**config.mk**
```make
export PLATFORM = sky130hd
export DESIGN_NAME = gc_refresh_scheduler
export DESIGN_NICKNAME = d
export VERILOG_FILES = /design/src/rtl/gc_refresh_pkg.sv /design/src/rtl/gc_refresh_bank.sv /design/src/rtl/gc_refresh_scheduler.sv
export SDC_FILE = /design/constraint.sdc
export NUM_CORES = 1
export LEC_CHECK = 0
export CAP_MARGIN = 25
export CORE_MARGIN = 5
export CORE_UTILIZATION = 40
export DETAILED_ROUTE_END_ITERATION = 6
export GPL_TIMING_DRIVEN = 0
export HOLD_SLACK_MARGIN = 0.15
export PLACE_DENSITY = 0.67
export SETUP_SLACK_MARGIN = 0.02
export SLEW_MARGIN = 5
export SYNTH_ARGS = -nofsm -noshare
export SYNTH_HDL_FRONTEND = slang
export SYNTH_SLANG_ARGS = --single-unit
```
**constraint.sdc**
```tcl
create_clock -name clk -period 13.3 [get_ports clk]
set_clock_uncertainty 0.15 [all_clocks]
set_input_delay 2.66 -clock clk [delete_from_list [all_inputs] [get_ports clk]]
set_output_delay 2.66 -clock clk [all_outputs]
set_load 0.005 [all_outputs]
```
**src/rtl/gc_refresh_pkg.sv**
```systemverilog
// Shared types and defaults for the gain-cell refresh scheduler.
package gc_refresh_pkg;

    typedef enum logic {
        SWEEP,
        DONE
    } state_e;

    localparam int DEF_ROWS      = 128;
    localparam int DEF_BANKS     = 2;
    localparam int DEF_RETENTION = 4096;

    function automatic int addr_lsb(input int bank, input int addr_w);
        return bank * addr_w;
    endfunction

endpackage

```
**src/rtl/gc_refresh_bank.sv**
```systemverilog
// One bank: fresh bitmap, sweep pointer, read-priority refresh and
// the SWEEP/DONE round FSM.
module gc_refresh_bank
    import gc_refresh_pkg::*;
#(
    parameter int ROWS       = DEF_ROWS,
    parameter int ADDR_W     = $clog2(ROWS),
    parameter bit SKIP_FRESH = 1'b1
) (
    input  logic              clk,
    input  logic              rst,
    input  logic              round_start_i,
    input  logic              wr_en_i,
    input  logic [ADDR_W-1:0] wr_addr_i,
    input  logic              rd_en_i,
    input  logic [ADDR_W-1:0] rd_addr_i,
    input  logic              ref_ready_i,
    output logic              ref_valid_o,
    output logic [ADDR_W-1:0] ref_addr_o,
    output logic              ind_user_o,
    output logic              done_o,
    output logic              overrun_o
);

    localparam logic [ADDR_W-1:0] LAST_ROW = ADDR_W'(ROWS - 1);

    state_e            state_q;
    logic [ROWS-1:0]   fresh_q, fresh_d;
    logic [ADDR_W-1:0] ptr_q, ptr_d;
    logic              done_q, overrun_q;
    logic              sweep, prio, ptr_fresh;
    logic              accept, advance, last;

    assign sweep     = (state_q == SWEEP);
    assign ptr_fresh = fresh_q[ptr_q];
    // A stale user read jumps ahead of the sweep pointer.
    assign prio      = sweep & rd_en_i & ~fresh_q[rd_addr_i];

    assign ref_valid_o = sweep & (prio | ~(SKIP_FRESH & ptr_fresh));
    assign ref_addr_o  = prio ? rd_addr_i : ptr_q;
    assign ind_user_o  = fresh_q[rd_addr_i];
    assign done_o      = done_q;
    assign overrun_o   = overrun_q;

    assign accept  = ref_valid_o & ref_ready_i;
    assign advance = sweep & ~prio
                   & (accept | (SKIP_FRESH & ptr_fresh));
    assign last    = advance & (ptr_q == LAST_ROW);

    always_comb begin
        fresh_d = fresh_q;
        ptr_d   = ptr_q;
        if (round_start_i) begin
            fresh_d = '0;
            ptr_d   = '0;
        end else if (sweep) begin
            if (accept)  fresh_d[ref_addr_o] = 1'b1;
            if (wr_en_i) fresh_d[wr_addr_i]  = 1'b1;
            if (advance && !last) ptr_d = ptr_q + ADDR_W'(1);
        end
    end

    always_ff @(posedge clk or posedge rst) begin
        if (rst) begin
            state_q   <= DONE;
            fresh_q   <= '0;
            ptr_q     <= '0;
            done_q    <= 1'b1;
            overrun_q <= 1'b0;
        end else begin
            fresh_q <= fresh_d;
            ptr_q   <= ptr_d;
            done_q  <= ~sweep;
            if (round_start_i) begin
                state_q <= SWEEP;
                if (sweep) overrun_q <= 1'b1;
            end else if (last) begin
                state_q <= DONE;
            end
        end
    end

endmodule

```
**src/rtl/gc_refresh_scheduler.sv**
```systemverilog
// Multi-bank refresh scheduler: per-bank sweepers sharing one
// retention timer that launches refresh rounds.
module gc_refresh_scheduler
    import gc_refresh_pkg::*;
#(
    parameter int ROWS             = DEF_ROWS,
    parameter int ADDR_W           = $clog2(ROWS),
    parameter int BANKS            = DEF_BANKS,
    parameter int RETENTION_CYCLES = DEF_RETENTION,
    parameter bit SKIP_FRESH       = 1'b1
) (
    input  logic                    clk,
    input  logic                    rst,
    input  logic                    start_i,
    input  logic [BANKS-1:0]        wr_en_i,
    input  logic [BANKS*ADDR_W-1:0] wr_addr_i,
    input  logic [BANKS-1:0]        rd_en_i,
    input  logic [BANKS*ADDR_W-1:0] rd_addr_i,
    input  logic [BANKS-1:0]        ref_ready_i,
    output logic [BANKS-1:0]        ref_valid_o,
    output logic [BANKS*ADDR_W-1:0] ref_addr_o,
    output logic [BANKS-1:0]        ind_user_o,
    output logic [BANKS-1:0]        done_o,
    output logic [BANKS-1:0]        overrun_o
);

    localparam int TMR_W = $clog2(RETENTION_CYCLES);
    localparam logic [TMR_W-1:0] TMR_LAST =
        TMR_W'(RETENTION_CYCLES - 1);

    logic [TMR_W-1:0] timer_q, timer_d;
    logic             tc, round_start;

    assign tc          = (timer_q == TMR_LAST);
    // start and terminal count merge into one round start.
    assign round_start = start_i | tc;
    assign timer_d     = round_start ? '0 : timer_q + TMR_W'(1);

    always_ff @(posedge clk or posedge rst) begin
        if (rst) timer_q <= '0;
        else     timer_q <= timer_d;
    end

    for (genvar b = 0; b < BANKS; b++) begin : g_bank
        localparam int LSB = addr_lsb(b, ADDR_W);

        gc_refresh_bank #(
            .ROWS      (ROWS),
            .ADDR_W    (ADDR_W),
            .SKIP_FRESH(SKIP_FRESH)
        ) u_bank (
            .clk          (clk),
            .rst          (rst),
            .round_start_i(round_start),
            .wr_en_i      (wr_en_i[b]),
            .wr_addr_i    (wr_addr_i[LSB +: ADDR_W]),
            .rd_en_i      (rd_en_i[b]),
            .rd_addr_i    (rd_addr_i[LSB +: ADDR_W]),
            .ref_ready_i  (ref_ready_i[b]),
            .ref_valid_o  (ref_valid_o[b]),
            .ref_addr_o   (ref_addr_o[LSB +: ADDR_W]),
            .ind_user_o   (ind_user_o[b]),
            .done_o       (done_o[b]),
            .overrun_o    (overrun_o[b])
        );
    end

endmodule

```
==> impl_results.md, run 1 <==
* Outcome: complete, no violations
* Worst slew margin at 0.215
* Pwr per Cell Area at 113 nW/um2
* Synth-to-Final Area Change at 14.3%
* Final max-slew violation count at 0
* Synth async-reset ratio at 1.00
* CTS tree: done
* Seq cells post-synth at 288
* Crit-path cells: clkbuf_1 -> clkbuf_1 -> clkbuf_1 -> nor2_1 -> nand2_1 -> nand4_1 -> o2111ai_1 -> o22ai_1 -> o21ai_0 -> buf_2 -> buf_2 -> buf_2 -> buf_2 -> mux2_2 -> clkdlybuf4s50_1
* Latest clock arrival within the worst-skew pair at 580 ps
* Multiplexer area fraction after synthesis at 0.179
* Iter 0 DRT Violations at 3,191
* Placed insts at 2,553
* Top cell by count, worst path: buf_2
* Initial Utilization at 0.406
* Crit path capture type: primary output
* Routed via count at 18,700
* Final Instance Area at 21,100 um2
* Final GP Congestion at 1.05
* Final core occ at 0.464
* Post-CTS Hold Buffers at 0
* Most common flop cell mapped by yosys: dfrtp_1
* Seq/Total Area, Yosys at 0.391
* Synth unique cells at 78
* Placed inst area at 19,800 um2
* Post-route insts no fill at 2,621
* Tcrit/Tclk final at 0.795
* Slew at the pin with the worst max-slew slack at 1170 ps
* Nets@finish at 2,034
* Post-CTS sizing at 0
* Hold Vio Cnt, Final at 0
* Unrepaired setup endpoints after global routing: false
* Syn Nets at 1,940
* Post-synth EDFFs at 0
* Synth Instances at 1,900
* Main combinational cell family by area after synthesis: compound AO/OA/AOI/OAI gates
* Tot Pwr at 2.37 mW
* Max-Cap Viols at 0
* Die area at 50,600 um2
* Synth Area in Compound Gates at 0.229
* Final setup vio count at 0
* Clock Root Buffer: clkbuf_16
* IO Port Bufs at 48
* Num rows at 78
* Slowest stage delay, CP at 780 ps
* CP Class: input pin to primary output
* Hpwl dp at 56,800 um
* First-pass GRT wire length at 118,000 um
* Die width at 225 um
* # DRC at 0
* Final WL at 80,100 um
* CP max FO at 10
* Final worst path period need at 10,580 ps
* Synth warn at 0
* Share of cells above drive strength 1 at 0.124
* Slowest cell on crit path: clkbuf_1
* # Post-CTS Setup Buffers at 0
* Reg clk slew, reported paths at 60 ps
* Post-DR wirelength/cell at 30.5 um
* CTS Buffer Depth at 3
* CORE AREA at 45,500 um2
* TritonRoute pass-1 iters at 6
* Die Y at 225 um
* GRT Util Overall at 0.306
* Crit path arrival time at 7770 ps
* Pin count of the biggest net entering global routing at 108
* Vias in the first global route at 17,900
* H-Tree Level Count at 2
* I/O Pins at 59
* Leak at 8.15 nW
* Initial antenna violation count at 1
* Hold Crit Class: flop to flop
* Vias per inst at 7.13
* Mapped Area at 18,500 um2
* Setup TNS at 0 ps
* Synthesized-area fraction occupied by adder cells at 0.00203
* # clock sinks at 288
* Avg Synthesized Cell Area at 9.72 um2
* Post-synthesis xor/xnor area fraction at 0.00617
* Startpoint Class: input pin
* Post-synthesis simple-gate area fraction at 0.145
* Congestion Overflow GR at 0
* Max Freq at 94.6 MHz
* Final ANT Viol Nets at 0
* VDD IR-drop max at 0.0000998 V
* Cts bufs inserted at 37
* Data required, critical path at 10,490 ps
## layer usage
| metal | GRT usage | routed length (um) | part of all wire | vias to the layer above |
|---|---|---|---|---|
| li1 | - | - | - | 7574 |
| met1 | 0.431 | 31300 | 0.39 | 9224 |
| met2 | 0.439 | 33500 | 0.42 | 1580 |
| met3 | 0.0925 | 11200 | 0.14 | 322 |
| met4 | 0.126 | 4030 | 0.050 | 0 |
| met5 | 0 | 0 | 0 | - |
## kinds of logic (layout without fill, tap and decap cells)
family	count (synthesis)	in the layout
compound gates	632	632
xor+xnor	13	13
fa+ha+maj	3	3
buf+inv	191	311
flops	288	288
mux	220	220
other cells	0	1
simple gates	553	553
## cell usage after synthesis (all sizes together) (3+ instances only)
library cell  number  area [um2]
dfrtp            284        7110
a21oi            216        1080
nor2             172         646
nand2            132         503
o22ai            122         763
clkbuf           116         435
mux2i            107        1070
mux4              84        1910
o21ai             56         280
buf               55         370
o32ai             54         473
a221o             49         490
nand3             43         215
nor3              41         210
nand2b            34         213
nor2b             33         206
mux2              29         327
a22oi             28         215
a221oi            25         225
nand4             21         131
a31oi             18         113
inv               17        63.8
or4               14         105
and2              12        77.6
nor4              10        62.6
and3               9        56.3
o31ai              9        67.6
a32oi              8        70.1
xor2               7        61.3
nand3b             6        45.0
nor3b              6        45.0
or3                6        37.5
xnor2              6        52.6
a31o               5        43.8
o31a               5        43.8
or2                5        31.3
a222oi             4        40.0
dfstp              4         105
o2bb2a             4        40.0
a211oi             3        22.5
clkinv             3        11.3
ha                 3        37.5
o211ai             3        22.5
o221ai             3        26.3
## final timing paths
path	startpoint	endpoint	slack (ps)	cells after the start
worst min-delay path	g_bank[1].u_bank.state_q	g_bank[1].u_bank.done_o	210	0
worst max register to register	g_bank[0].u_bank.ptr_q[2]	g_bank[0].u_bank.fresh_q[2]	7680	12
worst max-delay path	rd_addr_i[9]	ref_addr_o[12]	2720	15
max in group asynchronous	rst	g_bank[1].u_bank.fresh_q[84]	9140	4
min in group asynchronous	rst	g_bank[0].u_bank.fresh_q[12]	2420	2
worst min register to register	g_bank[1].u_bank.state_q	g_bank[1].u_bank.done_o	210	0
## power breakdown
group / switching, mW / total (mW) / internal (mW)
sequential: 0.00908 / 0.895 / 0.886
clock: 0.421 / 1.09 / 0.674
combinational: 0.266 / 0.384 / 0.118
## registers in the layout, summed over array words and instances, names as in the netlist
name and cells:
g_bank.u_bank.state_q 2, g_bank.u_bank.done_o 2, timer_q 12, g_bank.u_bank.ptr_q 14
g_bank.u_bank.overrun_o 2, g_bank.u_bank.fresh_q 256
## critical path: cells and delay by family
kind	cells	cell delay (ps)
compound gates	3	740
buf+inv	8	3400
mux	1	410
simple gates	3	510
## final cells by class
| cell class | instances | area, um2 |
|---|---|---|
| Antenna cell | 1 | 2.50 |
| Fill cell | 4307 | 24400 |
| Clock inverter | 15 | 239 |
| Inverter | 20 | 82.6 |
| Multi-Input combinational cell | 1421 | 10400 |
| Buffer | 171 | 806 |
| Sequential cell | 288 | 7210 |
| Tap cell | 600 | 751 |
| Timing Repair Buffer | 55 | 579 |
| Clock buffer | 50 | 1060 |
## cells in the final DEF, fill, tap and decap left out, types with 29 or more instances in the layout
| cell type | instances |
|---|---|
| mux4_2 | 78 |
| o21ai_0 | 56 |
| a21oi_1 | 216 |
| mux2i_1 | 107 |
| nand2b_1 | 34 |
| nand3_1 | 43 |
| clkbuf_16 | 39 |
| a221o_1 | 49 |
| nor2_1 | 172 |
| clkbuf_1 | 123 |
| nand2_1 | 131 |
| mux2_2 | 29 |
| nor3_1 | 40 |
| dfrtp_1 | 284 |
| clkdlybuf4s50_1 | 48 |
| o32ai_1 | 54 |
| o22ai_1 | 122 |
| nor2b_1 | 33 |
## metrics by stage
step	hold WS, ps	worst slack (ps)
2_1_floorplan	203	2550
4_1_cts	214	3020
3_5_place_dp	206	3050
3_3_place_gp	206	-1280
5_1_grt	216	2710
6_report	213	2720
No activity file was read; power rests on OpenSTA's default activity.
==> inputs of run 2 (changes only) <==
==> constraint.sdc (replaced) <==
create_clock -name clk -period 10.05 [get_ports clk]
set_clock_uncertainty 0.15 [all_clocks]
set_input_delay 2.01 -clock clk [delete_from_list [all_inputs] [get_ports clk]]
set_output_delay 2.01 -clock clk [all_outputs]
set_load 0.005 [all_outputs]
==> run 2 against run 1 <==
  * Flip-flop and latch count stayed put
  * Global-route usage is 0.40 points higher
  * The flow now finishes with violations (DRC)
  * Power is 31% higher
  * Core utilization is 0.10 points higher
  * First-iteration DRC count is 7.0% higher
  * Critical endpoint unchanged
  * Largest cell class unchanged
==> impl_results.md, run 2 (same netlist as run 1, synthesis figures left out) <==
* TritonRoute pass-1 iters at 7 (+1)
* Final ANT Viol Nets at 0 (unchanged)
* Initial Utilization at 0.406 (unchanged)
* Outcome: finished, violations left
* Layout fillers at 4,405 (+2.3%)
* Iter 0 DRT Violations at 3,414 (+7.0%)
* Leak at 8.18 nW (+0.43%)
* Synth-to-Final Area Change at 14.5%
* DR top layer: met5
* VDD IR-drop max at 0.000174 V (+74%)
* WHS Path Cells at 0 (unchanged)
* IO Port Bufs at 48 (unchanged)
* Num rows at 78 (unchanged)
* Data required, critical path at 7890 ps (-2600 ps)
* Latest clock arrival within the worst-skew pair at 570 ps (about the same)
* Post-CTS sizing at 0 (unchanged)
* Metal2 WL at 33,700 um (+0.55%)
* Worst slew margin at 0.201 (-0.0138)
* Crit path arrival time at 7150 ps (-620 ps)
* Die area at 50,600 um2 (unchanged)
* Max reg flops at 256 (unchanged)
* Final max-slew violation count at 0 (unchanged)
* Final core occ at 0.465 (+0.00104)
* Crit path capture type: primary output
* H-Tree Level Count at 2 (unchanged)
* Routed via count at 18,700 (+0.17%)
* Max-Cap Viols at 0 (unchanged)
* Congestion Overflow GR at 0 (unchanged)
* Startpoint Class: input pin
* Storage cell area at 7210 um2 (unchanged)
* CORE AREA at 45,500 um2 (unchanged)
* I/O Pins at 59 (unchanged)
* Failing checks: DRC
* GRT Util Overall at 0.310 (+0.00403)
* Area of the multi-input gates at 10,400 um2 (unchanged)
* Hold Crit Class: flop to flop
* Final WL at 80,800 um (+0.93%)
* Unrepaired setup endpoints after global routing: false
* Post-CTS Hold Buffers at 0 (unchanged)
* Vias in the first global route at 18,200 (+1.5%)
* # clock sinks at 288 (unchanged)
* Slew at the pin with the worst max-slew slack at 1190 ps (+15.8 ps)
* Setup TNS at 0 ps (unchanged)
* # DRC at 1 (+1)
* Clock Root Buffer: clkbuf_16
* Vias per inst at 7.14 (about the same)
* Reg with most FFs: g_bank.u_bank.fresh_q
* Worst Reg-to-Reg Cells at 13 (+1)
* Hpwl dp at 58,100 um (+2.3%)
* Biggest registers after layout: g_bank.u_bank.fresh_q: 256 flops, g_bank.u_bank.ptr_q: 14 flops, timer_q: 12 flops
* CTS tree: done
* Diode count at 0 (-1)
* Placed inst area at 19,900 um2 (+0.45%)
* CP Class: input pin to primary output
* Commonest non-fill, non-tap cell in the layout: dfrtp_1
* Final Instance Area at 21,100 um2 (+0.23%)
* Wl on met1 at 31,300 um (about the same)
* Die width at 225 um (unchanged)
* Met3 WL at 11,700 um (+4.0%)
* Post-DR wirelength/cell at 30.8 um (+0.78%)
* CTS Buffer Depth at 3 (unchanged)
* CP max FO at 10 (unchanged)
* First-pass GRT wire length at 119,000 um (+1.0%)
* Nets@finish at 2,038 (+0.20%)
* R2R setup slack at 4050 ps (-3630 ps)
* # Post-CTS Setup Buffers at 0 (unchanged)
* Reg clk slew, reported paths at 60 ps (about the same)
* Die Y at 225 um (unchanged)
* Final setup vio count at 0 (unchanged)
* Most frequent cells in the layout: 284 x dfrtp_1, 216 x a21oi_1, 172 x nor2_1
* Final GP Congestion at 1.05 (+0.23%)
* Final worst path period need at 9310 ps
* Tcrit/Tclk final at 0.926
* Pin count of the biggest net entering global routing at 42 (-61%)
* Share of cells above drive strength 1 at 0.125 (+0.00167)
* Cts bufs inserted at 36 (-2.7%)
* Pwr per Cell Area at 147 nW/um2 (+31%)
* Max Freq at 107 MHz
* Initial antenna violation count at 2 (+1)
* Hold Vio Cnt, Final at 0 (unchanged)
-- run 2: cell count changes in the layout (fill, tap and decap cells not counted), sizes merged --
cell and change:
buf +5, clkbuf +5, clkinvlp -3, bufinv -2, inv +2, clkdlybuf4s18 -1, clkinv -1, diode -1
-- run 2: per-stage QoR --
step | hold slack, ps | total power [mW] | instances | worst slack [ps]
after floorplan | 203 | 1.50 | 1900 | 3130
after global placement | 205 | 1.69 | 2548 | 914
after detailed placement | 212 | 1.70 | 2558 | 937
after CTS | 220 | 3.08 | 2623 | 917
after global routing | 228 | 3.17 | 2625 | 649
final | 218 | 3.11 | 2625 | 740
-- run 2: final timing paths --
check,start,to
worst min register to register,g_bank[1].u_bank.state_q,g_bank[1].u_bank.done_o
worst max-delay path,rd_addr_i[8],ref_addr_o[12]
min in group asynchronous,rst,g_bank[0].u_bank.ptr_q[6]
worst min-delay path,g_bank[1].u_bank.state_q,g_bank[1].u_bank.done_o
worst max register to register,g_bank[0].u_bank.ptr_q[2],g_bank[0].u_bank.fresh_q[82]
max in group asynchronous,rst,g_bank[1].u_bank.fresh_q[102]
-- run 2: area by class of cell --
type / instances / share of cell area
multi-input cells: 1421 / 0.490
flip-flops and latches: 288 / 0.341
clock buffers: 54 / 0.0511
plain buffers: 171 / 0.0381
well taps: 600 / 0.0355
repair buffers: 60 / 0.0320
clock inverters: 11 / 0.00822
inverters: 20 / 0.00373
-- run 2: report_power, final --
part | internal (mW) | total, mW | switching, mW | leakage (nW)
sequential | 1.17 | 1.19 | 0.0124 | 3.99
clock | 0.849 | 1.40 | 0.551 | 0.617
combinational | 0.161 | 0.520 | 0.359 | 3.58
total | 2.18 | 3.11 | 0.922 | 8.18
-- run 2: critical path: stages --
cell and delay [ps]:
clkdlybuf4s50_1 600, buf_2 370, buf_2 400, nor3b_1 530
a22oi_1 170, o2111ai_1 380, o22ai_1 170, o21ai_0 190
buf_2 380, buf_2 350, buf_2 340, buf_2 340
mux2_2 430, clkdlybuf4s50_1 460
-- run 2: routing by layer --
layer  global-route usage  vias up
li1                     -     7559
met5                    0        -
met2                0.442     1578
met1                0.426     9282
met4                0.136        2
met3                0.110      310
==> inputs of run 3 (changes only) <==
--- a/config.mk
+++ b/config.mk
@@ -7,11 +7,13 @@
 export LEC_CHECK = 0
 export CAP_MARGIN = 25
 export CORE_MARGIN = 5
-export CORE_UTILIZATION = 40
+export CORE_UTILIZATION = 35
+export CTS_CLUSTER_DIAMETER = 150
 export DETAILED_ROUTE_END_ITERATION = 6
 export GPL_TIMING_DRIVEN = 0
 export HOLD_SLACK_MARGIN = 0.15
-export PLACE_DENSITY = 0.67
+export PLACE_DENSITY = 0.61
+export REMOVE_ABC_BUFFERS = 1
 export SETUP_SLACK_MARGIN = 0.02
 export SLEW_MARGIN = 5
 export SYNTH_ARGS = -nofsm -noshare
==> run 3 against run 2 <==
  * The run now ends clean
  * Clock power fell by 4%
  * Flip-flop and latch count did not move
  * Cell area decreased by 0.80%
  * Core utilization is 6.5 points lower
  * Critical path depth down 4
  * First-iteration DRC count is 29% lower
  * Final cell count down 1.9%
  * Critical path type unchanged
  * Critical endpoint is now ref_addr_o[5]
  * Highest routed layer is now met4
==> impl_results.md, run 3 (same netlist as run 1, synthesis figures left out) <==
* Nets@finish at 1,902 (-6.7%)
* Leak at 8.03 nW (-1.9%)
* R2R setup slack at 5190 ps (+1140 ps)
* VDD IR-drop max at 0.000122 V (-30%)
* Cts bufs inserted at 37 (+2.8%)
* First-pass GRT wire length at 105,000 um (-12%)
* Final core occ at 0.400 (-0.0650)
* Routed via count at 17,400 (-7.0%)
* Clock Root Buffer: clkbuf_16
* Slowest stage delay, CP at 880 ps (+280 ps)
* Vias in the first global route at 16,800 (-7.7%)
* Pin count of the biggest net entering global routing at 125 (+200%)
* TritonRoute pass-1 iters at 6 (-1)
* Max Freq at 115 MHz (+7.5%)
* Slew at the pin with the worst max-slew slack at 1150 ps (-36.8 ps)
* Critical path depth at 10 (-4)
* Most frequent cells in the layout: 279 x dfrtp_1, 216 x a21oi_1, 172 x nor2_1
* CORE AREA at 52,400 um2 (+15%)
* H-Tree Level Count at 2 (unchanged)
* Max-Cap Viols at 0 (unchanged)
* # DRC at 0 (-1)
* Crit path capture type: primary output
* Max reg flops at 256 (unchanged)
* Post-CTS sizing at 0 (unchanged)
* Storage cell area at 7220 um2 (about the same)
* Biggest registers after layout: g_bank.u_bank.fresh_q: 256 flops, g_bank.u_bank.ptr_q: 14 flops, timer_q: 12 flops
* Die width at 240 um (+6.6%)
* GRT Util Overall at 0.232 (-0.0778)
* Synth-to-Final Area Change at 13.6%
* Unrepaired setup endpoints after global routing: false
* Final max-slew violation count at 0 (unchanged)
* Congestion Overflow GR at 0 (unchanged)
* Crit Reg-Reg Endpoint: g_bank[0].u_bank.fresh_q[65]
* End of the critical path: ref_addr_o[5]
* Worst slew margin at 0.232 (+0.0307)
* Delay-heaviest family, CP: buffers and inverters
* Crit path arrival time at 6500 ps (-650 ps)
* Latest clock arrival within the worst-skew pair at 570 ps (about the same)
* Pwr per Cell Area at 143 nW/um2 (-2.9%)
* Hpwl dp at 45,800 um (-21%)
* # clock sinks at 288 (unchanged)
* Reg with most FFs: g_bank.u_bank.fresh_q
* Data required, critical path at 7890 ps (about the same)
* CTS tree: done
* I/O Pins at 59 (unchanged)
* Vias per inst at 6.77 (-5.2%)
* # Post-CTS Setup Buffers at 0 (unchanged)
* Startpoint Class: input pin
* Reg clk slew, reported paths at 50 ps (about the same)
* Num rows at 84 (+7.7%)
* Final GP Congestion at 0.956 (-9.2%)
* Final Instance Area at 21,000 um2 (-0.80%)
* HP Start: g_bank[0].u_bank.overrun_o
* Placed inst area at 19,800 um2 (-0.51%)
* Worst Path Buf+Inv at 4 (-4)
* Setup crit start: rd_addr_i[1]
* Hold Slack at 316 ps (+98.0 ps)
* Die Y at 240 um (+6.6%)
* Diode count at 0 (unchanged)
* CP Class: input pin to primary output
* Die area at 57,400 um2 (+14%)
* Layout fillers at 5,096 (+16%)
* Iter 0 DRT Violations at 2,439 (-29%)
* RR Startpoint: g_bank[0].u_bank.ptr_q[0]
* Tcrit/Tclk final at 0.862 (-0.0645)
* Commonest non-fill, non-tap cell in the layout: dfrtp_1
* Hold Vio Cnt, Final at 0 (unchanged)
* Hold Crit Class: flop to flop
* Initial Utilization at 0.352 (-0.0539)
* CTS Buffer Depth at 3 (unchanged)
* Outcome: complete, no violations
* Initial antenna violation count at 0 (-2)
* Post-DR wirelength/cell at 26.6 um (-13%)
* Post-CTS Hold Buffers at 0 (unchanged)
* Worst Reg-to-Reg Cells at 10 (-3)
* Final ANT Viol Nets at 0 (unchanged)
* Final worst path period need at 8660 ps (-649 ps)
* Final WL at 68,600 um (-15%)
* Share of cells above drive strength 1 at 0.133 (+0.00758)
* Area of the multi-input gates at 10,500 um2 (+0.88%)
* Slowest cell on crit path: clkdlybuf4s50_1
* CP max FO at 17 (+7)
* Final setup vio count at 0 (unchanged)
* IO Port Bufs at 58 (+21%)
* Crit-path cells: clkdlybuf4s50_1 -> buf_16 -> clkinv_1 -> and2_1 -> a211oi_1 -> and4b_1 -> nand4b_2 -> and2_1 -> o21ai_0 -> clkdlybuf4s50_1
## run 3: cell types whose count changed in the layout (fill, tap and decap cells not counted), sizes merged
cell,change
buf,-26
inv,-2
clkinv,+6
clkbuf,-119
bufinv,-2
clkdlybuf4s50,+5
## run 3: worst min path at each step
stage | endpoint | slack [ps] | depth (start not counted)
final | g_bank[0].u_bank.overrun_o | 320 | 1
after global placement | g_bank[0].u_bank.overrun_o | 290 | 1
after detailed placement | g_bank[0].u_bank.overrun_o | 310 | 1
after CTS | g_bank[0].u_bank.overrun_o | 330 | 1
after floorplan | g_bank[1].u_bank.done_o | 290 | 0
after global routing | g_bank[1].u_bank.overrun_o | 360 | 1
## run 3: layout make-up
type                       instances  area share
sequential                       288       0.344
timing repair buffer              94      0.0550
clock inverter                    13     0.00722
inverter                          20     0.00394
clock buffer                      51      0.0500
tap                              688      0.0410
multi-input combinational       1421       0.499
## run 3: layer usage
metal	part of all wire	GRT usage	routed length, um
met5	0	0	0
met4	0.049	0.0996	3350
met3	0.11	0.0520	7800
met2	0.45	0.354	30800
met1	0.39	0.318	26700
## run 3: worst reg2reg max path: stages, from the launching register on
cell and delay [ps]:
dfrtp_2 910, buf_12 280, mux4_2 550, mux2i_1 220, o221ai_1 150, o22ai_1 320
o41ai_2 260, buf_4 230, or4b_4 600, o31a_1 640, o32ai_1 460
## run 3: report_power, final
group	leakage (nW)	internal, mW	total [mW]	switching [mW]
clock network	0.590	0.787	1.34	0.555
logic	3.46	0.156	0.440	0.283
registers	3.98	1.17	1.21	0.0371
total	8.03	2.12	2.99	0.876
## run 3: stage by stage
step                      cells  worst slack (ps)  power (mW)  TNS [ps]
after detailed placement   2510              1510        1.66         0
after global placement     2475             -3920        1.63  -1442540
final                      2575              1390        2.99         0
after CTS                  2574              1490        3.00         0
after floorplan            1729             -52.4        1.46    -14880
after global routing       2575              1300        3.09         0
